File: src/rtl/imem_refill_ctrl_pkg.sv
// -----------------------------------------------------------------------------
// imem_refill_ctrl_pkg
// Shared definitions for the instruction-memory refill engine: the refill FSM
// state encoding and the default burst length. Word and address widths come
// from the project-wide `MEMORY_WORD / `PC_SIZE macros; fallback values are
// provided here so the slice also elaborates on its own.
// -----------------------------------------------------------------------------
`ifndef MEMORY_WORD
`define MEMORY_WORD 32
`endif
`ifndef PC_SIZE
`define PC_SIZE 32
`endif

package imem_refill_ctrl_pkg;

  typedef enum logic [2:0] {
    IDLE    = 3'd0,
    ISSUE   = 3'd1,
    WAIT    = 3'd2,
    DELIVER = 3'd3,
    DONE    = 3'd4
  } refill_state_t;

  localparam int LINE_WORDS_DEFAULT = 16;

endpackage

File: src/rtl/imem_refill_ctrl_word_counter.sv
// -----------------------------------------------------------------------------
// refill_word_counter
// Index of the word currently being fetched within a refill line.
// Ports:
//   clk, nrst  - clock, asynchronous active-low reset
//   clear      - restart the line at word 0 (wins over incr)
//   incr       - advance to the next word
//   count      - current word index
//   last       - high when count addresses the final word of the line
// -----------------------------------------------------------------------------
module refill_word_counter
  import imem_refill_ctrl_pkg::*;
#(
  parameter int LINE_WORDS = LINE_WORDS_DEFAULT,
  parameter int CNT_W      = $clog2(LINE_WORDS)
) (
  input  logic             clk,
  input  logic             nrst,
  input  logic             clear,
  input  logic             incr,
  output logic [CNT_W-1:0] count,
  output logic             last
);

  logic [CNT_W-1:0] count_q;
  logic [CNT_W-1:0] count_d;

  always_comb begin
    count_d = count_q;
    if (clear) begin
      count_d = '0;
    end else if (incr) begin
      count_d = count_q + CNT_W'(1);
    end
  end

  always_ff @(posedge clk or negedge nrst) begin
    if (!nrst) begin
      count_q <= '0;
    end else begin
      count_q <= count_d;
    end
  end

  assign count = count_q;
  assign last  = (count_q == CNT_W'(LINE_WORDS - 1));

endmodule

File: src/rtl/imem_refill_ctrl.sv
// -----------------------------------------------------------------------------
// imem_refill_ctrl
// Refill engine between the instruction-cache miss interface and a synchronous
// instruction SRAM. On a miss it reads LINE_WORDS consecutive words starting at
// the latched base address, one read at a time, and hands each word back to
// the core as a registered mem_word with a single-cycle word_ready pulse.
// Ports:
//   clk, nrst    - clock, asynchronous active-low reset
//   i_miss       - refill request, held high for the whole line
//   ram_address  - line base word address, sampled when a refill starts
//   word_ready   - one-cycle pulse, mem_word valid
//   mem_word     - returned instruction word (registered, holds between pulses)
//   refill_busy  - high while the engine is not idle
//   mem_rd_en    - SRAM read strobe, one cycle per word
//   mem_addr     - SRAM word address
//   mem_rdata    - SRAM read data, valid MEM_LATENCY cycles after mem_rd_en
// -----------------------------------------------------------------------------
module imem_refill_ctrl
  import imem_refill_ctrl_pkg::*;
#(
  parameter int WORD_WIDTH  = `MEMORY_WORD,
  parameter int ADDR_WIDTH  = `PC_SIZE,
  parameter int LINE_WORDS  = LINE_WORDS_DEFAULT,
  parameter int MEM_LATENCY = 1
) (
  input  logic                  clk,
  input  logic                  nrst,
  input  logic                  i_miss,
  input  logic [ADDR_WIDTH-1:0] ram_address,
  output logic                  word_ready,
  output logic [WORD_WIDTH-1:0] mem_word,
  output logic                  refill_busy,
  output logic                  mem_rd_en,
  output logic [ADDR_WIDTH-1:0] mem_addr,
  input  logic [WORD_WIDTH-1:0] mem_rdata
);

  localparam int CNT_W = $clog2(LINE_WORDS);
  localparam int LAT_W = $clog2(MEM_LATENCY) + 1;
  localparam logic [LAT_W-1:0] LAT_LOAD = LAT_W'(MEM_LATENCY - 1);

  refill_state_t         state_q, state_d;
  logic [ADDR_WIDTH-1:0] base_q, base_d;
  logic [LAT_W-1:0]      lat_q, lat_d;
  logic                  word_ready_q, word_ready_d;
  logic [WORD_WIDTH-1:0] mem_word_q, mem_word_d;

  logic                  cnt_clear;
  logic                  cnt_incr;
  logic [CNT_W-1:0]      cnt;
  logic                  cnt_last;

  refill_word_counter #(
    .LINE_WORDS (LINE_WORDS),
    .CNT_W      (CNT_W)
  ) u_word_counter (
    .clk   (clk),
    .nrst  (nrst),
    .clear (cnt_clear),
    .incr  (cnt_incr),
    .count (cnt),
    .last  (cnt_last)
  );

  // Dropping i_miss in ISSUE/WAIT/DELIVER abandons the line; the word counter
  // is cleared so a later miss always starts from word 0. Read data still in
  // flight in the SRAM pipeline is simply never captured.
  always_comb begin
    state_d      = state_q;
    base_d       = base_q;
    lat_d        = lat_q;
    word_ready_d = 1'b0;
    mem_word_d   = mem_word_q;
    cnt_clear    = 1'b0;
    cnt_incr     = 1'b0;

    case (state_q)
      IDLE: begin
        if (i_miss) begin
          base_d    = ram_address;
          cnt_clear = 1'b1;
          state_d   = ISSUE;
        end
      end
      ISSUE: begin
        if (!i_miss) begin
          cnt_clear = 1'b1;
          state_d   = IDLE;
        end else begin
          lat_d   = LAT_LOAD;
          state_d = WAIT;
        end
      end
      WAIT: begin
        if (!i_miss) begin
          cnt_clear = 1'b1;
          state_d   = IDLE;
        end else if (lat_q == '0) begin
          // SRAM data is valid in this cycle; capture it for DELIVER.
          mem_word_d   = mem_rdata;
          word_ready_d = 1'b1;
          state_d      = DELIVER;
        end else begin
          lat_d = lat_q - LAT_W'(1);
        end
      end
      DELIVER: begin
        if (!i_miss) begin
          cnt_clear = 1'b1;
          state_d   = IDLE;
        end else if (cnt_last) begin
          state_d = DONE;
        end else begin
          cnt_incr = 1'b1;
          state_d  = ISSUE;
        end
      end
      DONE: begin
        // Wait for the core to release the request before accepting another.
        if (!i_miss) begin
          state_d = IDLE;
        end
      end
      default: begin
        state_d = IDLE;
      end
    endcase
  end

  always_ff @(posedge clk or negedge nrst) begin
    if (!nrst) begin
      state_q      <= IDLE;
      base_q       <= '0;
      lat_q        <= '0;
      word_ready_q <= 1'b0;
      mem_word_q   <= '0;
    end else begin
      state_q      <= state_d;
      base_q       <= base_d;
      lat_q        <= lat_d;
      word_ready_q <= word_ready_d;
      mem_word_q   <= mem_word_d;
    end
  end

  // SRAM strobe and address are decoded from the state register only, so an
  // asynchronous reset clears them immediately. The address add wraps
  // naturally at ADDR_WIDTH bits.
  assign mem_rd_en   = (state_q == ISSUE);
  assign mem_addr    = (state_q == ISSUE) ? (base_q + ADDR_WIDTH'(cnt)) : '0;
  assign refill_busy = (state_q != IDLE);
  assign word_ready  = word_ready_q;
  assign mem_word    = mem_word_q;

endmodule
File: config.mk
export PLATFORM = sky130hd
export DESIGN_NAME = imem_refill_ctrl
export DESIGN_NICKNAME = d
export VERILOG_FILES = /design/src/rtl/imem_refill_ctrl_pkg.sv /design/src/rtl/imem_refill_ctrl_word_counter.sv /design/src/rtl/imem_refill_ctrl.sv
export SDC_FILE = /design/constraint.sdc
export NUM_CORES = 1
export LEC_CHECK = 0
export CAP_MARGIN = 0
export CORE_UTILIZATION = 33
export CTS_BUF_LIST = sky130_fd_sc_hd__clkbuf_8
export DETAILED_ROUTE_END_ITERATION = 8
export HOLD_SLACK_MARGIN = 0.1
export MAX_ROUTING_LAYER = met4
export PLACE_DENSITY_LB_ADDON = 0.2
export SKIP_CTS_REPAIR_TIMING = 1
export SLEW_MARGIN = 5
export SYNTH_ARGS = -nofsm -noshare
export SYNTH_HDL_FRONTEND = slang
export SYNTH_SLANG_ARGS = --single-unit
File: constraint.sdc
create_clock -name clk -period 2.76 [get_ports clk]
set_input_delay 0.552 -clock clk [delete_from_list [all_inputs] [get_ports clk]]
set_output_delay 0.552 -clock clk [all_outputs]
set_load 0.01 [all_outputs]
==> impl_metrics.csv <==
group,metric,value,unit
outcome,outcome,"finished, violations left",
outcome,violations,"setup timing",
setup_path,path_class,"reg2out",
detailed_routing,wire_per_inst,15.7,um
setup_path,crit_fanout,5,
setup_path,crit_chain,"ha_2, inv_2, fa_2, nand2b_4, a21o_4, buf_6, buf_6, or3_1, a21oi_1, buf_2",
clock_network,ctsRootBufferMaster,"clkbuf_8",
global_routing,grt_pass1_wl,16.0,mm
detailed_routing,antenna_left,0,
logic_synthesis,synth_top_cell_area_share,47.8,%
place,dp_hpwl,7.03,mm
logic_synthesis,syn_nets,413,
logic_synthesis,ys_seq_area_share,47.8,%
timing,worstMarginPinSlew,0.945,ns
timing,max_freq,324,MHz
setup_path,crit_slowest_cell,"dfrtp_1",
setup_path,cpMostUsedCell,"buf_6",
logic_synthesis,ys_warn_count,0,
floorplan,num_io_pins,134,
timing,post-route-min-period,3.08,ns
power,power_leakage,2.72,nW
logic_synthesis,post_synth_inst_count,340,
layout,multiInputGateArea,2160,um^2
clock_network,clk_latency,0.34,ns
place,gp_congestion,0.834,
layout,seq_area,1800,um^2
global_routing,grt_max_degree,73,
place,pre_cts_slack,-0.446,ns
logic_synthesis,syn_area,3770,um^2
power,vdd_drop_max,0.000410,V
layout,fin_nets,616,
layout,syn_to_final_growth,66.7,%
floorplan,fp-row-count,38,
detailed_routing,drt-total-wl,10.8,mm
detailed_routing,drc,0,
floorplan,dieArea,11900,um^2
detailed_routing,first_iter_violations,164,
setup_path,cp.arrival,2.53,ns
hold_path,hp-class,"in2async",
global_routing,grt_remaining_overflow,0,
layout,final_core_util,57.2,%
timing,slew_viol_final,0,
timing,setup_viol,24,
clock_network,cts_buffer_depth,2,
floorplan,die_x,109,um
detailed_routing,avgViaCountPerCell,5.07,
layout,nFillCells,962,
global_routing,grt_pass1_vias,3438,
timing,finClkSkew,0.00594,ns
clock_network,cts.sinks,72,
logic_synthesis,synth_top_area_cell,"dfrtp_1",
timing,hold_viol_final,0,
logic_synthesis,synth_edf_count,0,
timing,setup_ws,-0.325,ns
timing,whs,0.325,ns
timing,rsz0062_at_grt,"yes",
clock_network,tritoncts,"done",
global_routing,track_usage,18.0,%
setup_path,cp_slowest_stage_delay,0.36,ns
power,p_per_area,675,nW/um^2
detailed_routing,vias,3485,
timing,max_slew_margin,37.0,%
job,cap_violations,0,
place,numPortBuffers,133,
floorplan,die_y,109,um
place,dpl_cell_area,5560,um^2
setup_path,end_kind,"primary output",
floorplan,initial_core_util,34.3,%
setup_path,cp.required,2.21,ns
timing,timing.final.crit_share,112,%
setup_path,crit_path_start_kind,"flop",
detailed_routing,dr.pass1.iters,4,
logic_synthesis,synth_flop_cell,"dfrtp_1",
logic_synthesis,synth_async_sr_flop_share,100,%
clock_network,htreeDepth,3,
floorplan,core_area,11000,um^2
clock_network,numCtsBuffers,9,
global_routing,antenna_found_initial,0,
layout,drive_gt1_share,38.1,%
clock_network,path_clk_slew,0.08,ns
layout,diodes,0,
logic_synthesis,yosys_register_bits,72,
logic_synthesis,yosys-top-cells-area,"dfrtp_1 (48%), mux2_2 (18%), nand2_1 (2.5%)",
layout,stdcell_area,6280,um^2
logic_synthesis,synth_cell_types,45,
logic_synthesis,avgSynthCellArea,11.1,um^2
==> critical path, delay by kind of cell (launching register included) <==
kind                       cells  cell delay (ns)
AOI/OAI and AO/OA              2             0.36
buffers and inverters          4             0.41
adders and majority gates      2             0.55
DFF                            1             0.36
and+or+nand+nor                2             0.52
==> synth_stat cells, types with 6 or more instances <==
library cell and instances:
dfrtp_1 72, mux2_2 59, nand2_1 25, nor2_1 17
a21oi_1 14, nand2b_1 13, clkbuf_1 12, o21ai_0 12
inv_1 8, nand3_1 8, o31ai_1 8, or4_1 8
mux2i_1 7, nor4_1 6, xnor2_1 6
==> flip-flops by register name (all words and copies together) (netlist names) <==
| signal | flops |
|---|---|
| word_ready | 1 |
| state_q | 3 |
| base_q | 32 |
| u_word_counter.count | 4 |
| mem_word | 32 |
==> per-layer routing <==
metal / vias to the layer above / global-route usage, % / part of all wire [%]
li1: 1665 / - / -
met1: 1672 / 22.3 / 43
met2: 142 / 28.0 / 48
met3: 6 / 5.74 / 8.2
met4: 0 / 5.50 / 0.68
met5: - / - / 0
==> metrics by stage <==
step,cells,TNS [ns],power [W]
4_1_cts,654,-18.65,0.00423
2_1_floorplan,340,0,0.00232
3_3_place_gp,638,-6.53,0.00326
6_report,688,-4.22,0.00424
3_5_place_dp,638,-6.99,0.00330
5_1_grt,688,-7.34,0.00451
==> logic make-up (layout without fill, tap and decap cells) <==
| group | Yosys count | in the layout | synth area share, % |
|---|---|---|---|
| simple gates | 106 | 106 | 15.7 |
| flops | 72 | 72 | 47.8 |
| mux | 66 | 66 | 19.5 |
| compound gates | 56 | 58 | 9.99 |
| buf+inv | 26 | 232 | 2.95 |
| xor+xnor | 8 | 8 | 1.86 |
| fa+ha+maj | 6 | 6 | 2.19 |
==> power breakdown <==
group / switching [W] / total, W / internal, W
Sequential: 0.000218 / 0.00161 / 0.00139
Clock: 0.000405 / 0.000907 / 0.000503
Combinational: 0.000704 / 0.00173 / 0.00102
Total: 0.00133 / 0.00424 / 0.00292
==> cells in the final DEF, fill, tap and decap left out, drive strengths merged, types with 3 or more instances in the layout <==
cell type and n:
and4 5, a21oi 14, ha 5, mux2i 7, nor4 6, or3 5
o21ai 12, dlymetal6s2s 4, nand2 25, a41o 3, clkbuf 17, mux2 59
buf 94, nor2 17, a211oi 4, a31oi 3, inv 9, xnor2 6
clkdlybuf4s50 102, o31ai 8, nand4 5, nand2b 13, or4 9, o21ba 3
dfrtp 72, nand3 8, nor3 4
==> worst paths after layout <==
kind / start / slack [ns] / depth (start not counted) / end
hold reg to reg: mem_word[7] / 0.51 / 1 / mem_word[7]
setup reg to reg: state_q[2] / 1.07 / 4 / mem_word[25]
max in group asynchronous: nrst / 1.79 / 1 / base_q[23]
min in group clk: mem_word[7] / 0.51 / 1 / mem_word[7]
setup / recovery: u_word_counter.count[0] / -0.32 / 10 / mem_addr[10]
hold / removal: nrst / 0.32 / 1 / base_q[13]
==> area by class of cell <==
class	count	area share, %
Clock buffer	9	1.97
Clock inverter	7	1.41
Inverter	8	0.538
Multi-Input combinational cell	244	34.4
Sequential cell	72	28.7
Tap cell	140	2.79
Timing Repair Buffer	208	30.2
No activity file was read; power rests on OpenSTA's default activity.
